--- config.mk ---
export PLATFORM = sky130hd
export DESIGN_NAME = writeback_stage
export DESIGN_NICKNAME = d
export VERILOG_FILES = /design/src/rtl/riscv_pkg.sv /design/src/rtl/load_extend.sv /design/src/rtl/writeback_stage.sv
export SDC_FILE = /design/constraint.sdc
export NUM_CORES = 1
export LEC_CHECK = 0
export ABC_AREA = 1
export CAP_MARGIN = 20
export CORE_ASPECT_RATIO = 0.7
export CORE_MARGIN = 2
export CORE_UTILIZATION = 49
export CTS_BUF_LIST = sky130_fd_sc_hd__clkbuf_8
export DETAILED_ROUTE_END_ITERATION = 6
export PLACE_DENSITY = 0.89
export SYNTH_ARGS = -nofsm -noshare
export SYNTH_HDL_FRONTEND = slang
export SYNTH_SLANG_ARGS = --single-unit
--- constraint.sdc ---
create_clock -name clk -period 3.3 [get_ports clk]
set_clock_uncertainty 0.2 [all_clocks]
set_input_delay 0.66 -clock clk [delete_from_list [all_inputs] [get_ports clk]]
set_output_delay 0.66 -clock clk [all_outputs]
set_load 0.03 [all_outputs]
--- src/rtl/riscv_pkg.sv ---
// Shared encodings for the RV32I pipeline: result-select
// codes and load funct3 values.
package riscv_pkg;

  typedef enum logic [1:0] {
    RES_ALU  = 2'b00,
    RES_LOAD = 2'b01,
    RES_PC4  = 2'b10,
    RES_IMM  = 2'b11
  } res_sel_e;

  localparam logic [2:0] F3_LB  = 3'b000;
  localparam logic [2:0] F3_LH  = 3'b001;
  localparam logic [2:0] F3_LW  = 3'b010;
  localparam logic [2:0] F3_LBU = 3'b100;
  localparam logic [2:0] F3_LHU = 3'b101;

endpackage

--- src/rtl/load_extend.sv ---
// Sub-word load lane select and sign/zero extension.
// Reserved funct3 codes fall back to the full word.
module load_extend
  import riscv_pkg::*;
#(
  parameter int XLEN = 32
) (
  input  logic [XLEN-1:0] word_i,
  input  logic [1:0]      addr_lo_i,
  input  logic [2:0]      funct3_i,
  output logic [XLEN-1:0] data_o
);

  logic [7:0]  byte_v;
  logic [15:0] half_v;

  always_comb begin
    byte_v = word_i[7:0];
    unique case (addr_lo_i)
      2'd0: byte_v = word_i[7:0];
      2'd1: byte_v = word_i[15:8];
      2'd2: byte_v = word_i[23:16];
      2'd3: byte_v = word_i[31:24];
    endcase
  end

  // Halfword lane comes from addr bit 1 only.
  assign half_v = addr_lo_i[1] ? word_i[31:16]
                               : word_i[15:0];

  always_comb begin
    data_o = word_i;
    case (funct3_i)
      F3_LB:   data_o = {{(XLEN-8){byte_v[7]}}, byte_v};
      F3_LBU:  data_o = {{(XLEN-8){1'b0}}, byte_v};
      F3_LH:   data_o = {{(XLEN-16){half_v[15]}}, half_v};
      F3_LHU:  data_o = {{(XLEN-16){1'b0}}, half_v};
      F3_LW:   data_o = word_i;
      default: data_o = word_i;
    endcase
  end

endmodule

--- src/rtl/writeback_stage.sv ---
// MEM/WB stage register, result select and retire counter.
// Define WB_LOAD_EXT_EN for sub-word load extension.
module writeback_stage
  import riscv_pkg::*;
#(
  parameter int XLEN  = 32,
  parameter int CNT_W = 32
) (
  input  logic             clk,
  input  logic             rst,
  input  logic             flush,
  input  logic             mem_valid,
  input  logic             mem_reg_write,
  input  logic [4:0]       mem_rd,
  input  logic [1:0]       mem_result_sel,
  input  logic [2:0]       mem_funct3,
  input  logic [XLEN-1:0]  mem_alu_result,
  input  logic [XLEN-1:0]  mem_load_data,
  input  logic [XLEN-1:0]  mem_pc_plus4,
  input  logic [XLEN-1:0]  mem_imm,
  output logic             RegWrite,
  output logic [4:0]       w_add,
  output logic [XLEN-1:0]  RegWriteData,
  output logic             fwd_valid,
  output logic [4:0]       fwd_rd,
  output logic [XLEN-1:0]  fwd_data,
  output logic [CNT_W-1:0] retire_count
);

  logic             wb_valid_q;
  logic             wb_reg_write_q;
  logic [4:0]       wb_rd_q;
  res_sel_e         wb_sel_q;
  logic [XLEN-1:0]  wb_alu_q;
  logic [XLEN-1:0]  wb_load_q;
  logic [XLEN-1:0]  wb_pc4_q;
  logic [XLEN-1:0]  wb_imm_q;
  logic [CNT_W-1:0] cnt_q;
  logic [CNT_W-1:0] cnt_d;
  logic [XLEN-1:0]  ld_ext;
  logic [XLEN-1:0]  sel_data;

  assign cnt_d = wb_valid_q ? cnt_q + CNT_W'(1) : cnt_q;

  always_ff @(posedge clk or negedge rst) begin
    if (!rst) begin
      wb_valid_q     <= 1'b0;
      wb_reg_write_q <= 1'b0;
      wb_rd_q        <= '0;
      wb_sel_q       <= RES_ALU;
      wb_alu_q       <= '0;
      wb_load_q      <= '0;
      wb_pc4_q       <= '0;
      wb_imm_q       <= '0;
      cnt_q          <= '0;
    end else begin
      wb_valid_q     <= mem_valid & ~flush;
      wb_reg_write_q <= mem_reg_write;
      wb_rd_q        <= mem_rd;
      wb_sel_q       <= res_sel_e'(mem_result_sel);
      wb_alu_q       <= mem_alu_result;
      wb_load_q      <= mem_load_data;
      wb_pc4_q       <= mem_pc_plus4;
      wb_imm_q       <= mem_imm;
      cnt_q          <= cnt_d;
    end
  end

`ifdef WB_LOAD_EXT_EN
  logic [2:0] wb_funct3_q;
  logic [1:0] wb_addr_lo_q;

  always_ff @(posedge clk or negedge rst) begin
    if (!rst) begin
      wb_funct3_q  <= '0;
      wb_addr_lo_q <= '0;
    end else begin
      wb_funct3_q  <= mem_funct3;
      wb_addr_lo_q <= mem_alu_result[1:0];
    end
  end

  load_extend #(
    .XLEN(XLEN)
  ) u_load_extend (
    .word_i   (wb_load_q),
    .addr_lo_i(wb_addr_lo_q),
    .funct3_i (wb_funct3_q),
    .data_o   (ld_ext)
  );
`else
  // LW-only core: funct3 is not needed downstream.
  logic unused_funct3;
  assign unused_funct3 = ^mem_funct3;
  assign ld_ext = wb_load_q;
`endif

  always_comb begin
    sel_data = wb_alu_q;
    unique case (wb_sel_q)
      RES_ALU:  sel_data = wb_alu_q;
      RES_LOAD: sel_data = ld_ext;
      RES_PC4:  sel_data = wb_pc4_q;
      RES_IMM:  sel_data = wb_imm_q;
    endcase
  end

  assign RegWrite     = wb_valid_q & wb_reg_write_q
                      & (wb_rd_q != 5'd0);
  assign w_add        = RegWrite ? wb_rd_q : 5'd0;
  assign RegWriteData = RegWrite ? sel_data : '0;
  assign fwd_valid    = RegWrite;
  assign fwd_rd       = w_add;
  assign fwd_data     = RegWriteData;
  assign retire_count = cnt_q;

endmodule

==> tab_implementation.tex <==
\begin{tabular}{lr}
\hline
Metric & Value \\
\hline
\multicolumn{2}{l}{\textbf{Status}} \\
Result of the run & complete, but fails checks \\
Violated checks & negative hold slack \\
\multicolumn{2}{l}{\textbf{Synthesis}} \\
Distinct cell type count of the synthesized netlist & 22 \\
Yosys warns & 0 \\
Total of flip-flops plus latches after synthesis & 169 \\
Share of synthesized area occupied by flip-flops and latches & 66.1\% \\
Mean area per synthesized cell & 10.9 um2 \\
Cell count after synthesis & 590 \\
Number of nets produced by synthesis & 734 \\
Summed instance area of the synthesized netlist & 0.00640 mm2 \\
\multicolumn{2}{l}{\textbf{Finish}} \\
Area growth from synthesis to layout & 42.1\% \\
Share of final-layout standard cells stronger than drive strength 1 & 15.9\% \\
Post-Route Utilization & 72.2\% \\
Multi-input gate area in the final layout & about 0.0017 mm2 \\
Antenna cell count & 0 \\
Filler cell count & $\sim$830 \\
Flip-flop and latch area & about 0.0042 mm2 \\
Count of nets after finishing & 957 \\
\multicolumn{2}{l}{\textbf{Detailed routing}} \\
Post-route ant nets & 0 \\
Number of vias in the routed layout & roughly 5000 \\
Overall routed net length & $\sim$17000 um \\
Router iterations before antenna repair & 5 \\
Final routed DRC violation total & 0 \\
Violation count after the first detailed-routing iteration & 266 \\
Via density per instance & 5.10 \\
Avg WL per Cell & about 18 um \\
\multicolumn{2}{l}{\textbf{STA}} \\
Post-route setup TNS & 0 ns \\
Setup violation total in the final timing report & 0 \\
Number of max-slew violations in the final report & 0 \\
Transition at the pin with the smallest max-transition slack & just over 0.7 ns \\
Post-route setup slack & approximately 0.22 ns \\
Max transition margin & 52.6\% \\
Minimum hold slack & -0.000915 ns \\
Hold violation total from the final report & 1 \\
Fmax achieved & 325 MHz \\
Final min period & between 3 and 4 ns \\
Share of the cycle needed by the critical path after routing & 93.2\% \\
RSZ-0062 raised after global routing & false \\
\multicolumn{2}{l}{\textbf{Critical path}} \\
Bufs and invs on worst path & 2 \\
Startpoint of the worst register-to-register path & retire\_count[0] \\
Critical-path cell list & nand2\_1, inv\_1, nand2\_4, nor2\_1, clkdlybuf4s50\_1 \\
Highest fanout seen on the critical path & 19 \\
Slowest stage delay, CP & around 0.69 ns \\
Reg2Reg Capture Point & retire\_count[26] \\
Startpoint types & register \\
Worst Path Required & 2.44 ns \\
Arr. time, crit path & 2.22 ns \\
Classification of the worst setup path & reg2out \\
Kind of cell with the highest combined delay on the critical path & buffers and inverters \\
Setup slack of the worst register-to-register path & about 1.3 ns \\
Kind of end point of the critical path & output port \\
Number of cells traversed by the worst register-to-register path & 8 \\
Highest-delay cell along the critical path & sky130\_fd\_sc\_hd\_\_clkdlybuf4s50\_1 \\
\multicolumn{2}{l}{\textbf{Clocking}} \\
Maximum clock path buffer count & 2 \\
Clock transition at the register clock pins on the worst setup and hold paths after CTS & approximately 0.09 ns \\
CTS tree & built \\
Depth of the CTS H-tree & 4 \\
Sink count of the clock tree & 169 \\
CTS Hold Bufs & 0 \\
Number of buffers created by CTS & 17 \\
Clock latency at the later pin of the worst-skew pair & 0.43 ns \\
Buffer count from post-CTS setup fixing & 0 \\
CTS root buffer & sky130\_fd\_sc\_hd\_\_clkbuf\_8 \\
\multicolumn{2}{l}{\textbf{Floorplanning}} \\
Die height & between 90 and 100 um \\
Width of the die & 141 um \\
Die area & approximately 0.014 mm2 \\
Row count & 34 \\
CORE AREA & 0.0126 mm2 \\
Starting density of the core & 50.8\% \\
Number of I/O pins & 251 \\
\multicolumn{2}{l}{\textbf{Power}} \\
Total power divided by cell area & 493 mW/mm2 \\
Largest voltage drop on the vdd net & 0.000280 V \\
Leakage component of the power & slightly above 4 nW \\
\multicolumn{2}{l}{\textbf{Global route}} \\
GR Util All Layers & 25.6\% \\
Maximum number of pins on one net before global-route repair & a little under 70 \\
Global-route congestion overflow total & 0 \\
Number of global-route vias before repair & 5361 \\
Antenna violations before repair & 1 \\
Global-route wire length before repair & 27700 um \\
\multicolumn{2}{l}{\textbf{Place}} \\
Number of port buffers & 247 \\
Worst setup slack after placement & 0.411 ns \\
Post-detailed-placement half-perimeter wirelength & $\sim$12000 um \\
Routability congestion estimate & 0.917 \\
\multicolumn{2}{l}{\textbf{Flow run}} \\
Number of maximum-capacitance violations & 0 \\
\multicolumn{2}{l}{\textbf{Worst hold path}} \\
Hold crit path type & in2async \\
\hline
\end{tabular}
==> flip-flops by register name, indices dropped and copies added (netlist names) <==
| register | count |
|---|---|
| wb_reg_write_q | 1 |
| retire_count | 32 |
| wb_pc4_q | 32 |
| wb_alu_q | 32 |
| wb_rd_q | 5 |
| wb_valid_q | 1 |
| ld_ext | 32 |
| wb_sel_q | 2 |
| wb_imm_q | 32 |
==> report_power, final <==
part | switching (mW) | internal [mW] | leakage [nW]
logic | 0.317 | 0.288 | 1.79
clock network | 0.753 | 0.854 | 0.216
registers | 0.0878 | 2.18 | 2.04
==> cell usage in the layout (no fill, tap or decap), types with 4 or more instances in the layout <==
cell	Yosys	final
sky130_fd_sc_hd__nand2_1	193	193
sky130_fd_sc_hd__clkdlybuf4s50_1	0	181
sky130_fd_sc_hd__dfrtp_1	169	168
sky130_fd_sc_hd__buf_4	39	75
sky130_fd_sc_hd__inv_1	34	35
sky130_fd_sc_hd__a41oi_1	32	32
sky130_fd_sc_hd__nor2_1	29	27
sky130_fd_sc_hd__nand3_1	19	19
sky130_fd_sc_hd__clkbuf_8	0	18
sky130_fd_sc_hd__xor2_1	11	11
sky130_fd_sc_hd__nand4_1	10	10
sky130_fd_sc_hd__nor2_2	7	9
sky130_fd_sc_hd__nand3b_1	7	7
sky130_fd_sc_hd__xnor2_1	7	7
sky130_fd_sc_hd__nor2_4	5	5
sky130_fd_sc_hd__inv_2	4	4
sky130_fd_sc_hd__bufinv_16	0	4
sky130_fd_sc_hd__inv_6	0	4
==> repair_timing <==
action / 4_1_cts / 5_1_grt
gates resized for setup: 1 / 2
endpoints found under the setup margin: 12 / 14
cloned: 0 / 0
pin swaps: 0 / 0
==> synthesized netlist by cell type <==
master / instances / area [um2]
sky130_fd_sc_hd__nor2_1: 29 / 109
sky130_fd_sc_hd__inv_1: 34 / 128
sky130_fd_sc_hd__buf_4: 39 / 293
sky130_fd_sc_hd__nor2_4: 5 / 56.3
sky130_fd_sc_hd__nand3b_1: 7 / 52.6
sky130_fd_sc_hd__a41oi_1: 32 / 280
sky130_fd_sc_hd__nand3_1: 19 / 95.1
sky130_fd_sc_hd__nor2_2: 7 / 43.8
sky130_fd_sc_hd__nand2_2: 2 / 12.5
sky130_fd_sc_hd__nand4_1: 10 / 62.6
sky130_fd_sc_hd__xnor2_1: 7 / 61.3
sky130_fd_sc_hd__inv_2: 4 / 15.0
sky130_fd_sc_hd__buf_6: 1 / 11.3
sky130_fd_sc_hd__xor2_1: 11 / 96.3
sky130_fd_sc_hd__nor3_1: 2 / 10.0
sky130_fd_sc_hd__dfrtp_1: 169 / 4230
sky130_fd_sc_hd__clkbuf_1: 1 / 3.75
sky130_fd_sc_hd__nand2_1: 193 / 724
sky130_fd_sc_hd__ha_1: 1 / 12.5
sky130_fd_sc_hd__nand3_2: 2 / 20.0
sky130_fd_sc_hd__buf_2: 14 / 70.1
sky130_fd_sc_hd__xor2_2: 1 / 16.3
==> kinds of logic after synthesis <==
| logic type | count (synthesis) | share of synthesized area (%) |
|---|---|---|
| buffers and inverters | 93 | 8.13 |
| and+or+nand+nor | 276 | 18.5 |
| adders and majority gates | 1 | 0.195 |
| xor gates and xnor gates | 19 | 2.72 |
| DFF | 169 | 66.1 |
| AOI/OAI and AO/OA | 32 | 4.38 |
==> worst max path at each step <==
stage | from | depth (start not counted) | slack (ns) | to
after floorplan | wb_sel_q[1] | 5 | 0.66 | fwd_data[30]
after global placement | wb_valid_q | 5 | 0.42 | fwd_rd[1]
after detailed placement | wb_valid_q | 5 | 0.41 | w_add[0]
after CTS | wb_valid_q | 5 | 0.07 | w_add[0]
after global routing | wb_sel_q[1] | 5 | 0.05 | fwd_data[31]
final | wb_valid_q | 5 | 0.22 | fwd_rd[1]
==> area by class of cell <==
cell class | instances | share of cell area [%]
multi-input cells | 328 | 18.3
clock buffers | 18 | 2.72
flip-flops and latches | 169 | 46.5
clock inverters | 13 | 2.12
inverters | 38 | 1.57
repair buffers | 259 | 26.6
well taps | 162 | 2.23
==> through the flow <==
| stage | hold slack (ns) | cells | cell area, um2 | power (mW) |
|---|---|---|---|---|
| floorplan | 0.164 | 590 | 6400 | 2.55 |
| global route | 0.0146 | 987 | 9100 | 4.66 |
| finish | -0.000915 | 987 | 9100 | 4.48 |
| CTS | 0.00481 | 987 | 9090 | 4.51 |
| global placement | 0.309 | 956 | 8650 | 2.89 |
| detailed placement | 0.325 | 956 | 8650 | 2.91 |
==> per-layer routing <==
metal	GRT usage [%]	vias up	routed length [um]
met1	32.3	2473	6960
met2	44.2	230	8720
met3	7.22	31	1320
li1	-	2297	-
met5	0	-	16
met4	6.54	2	262
(Power assumes the default switching activity.)
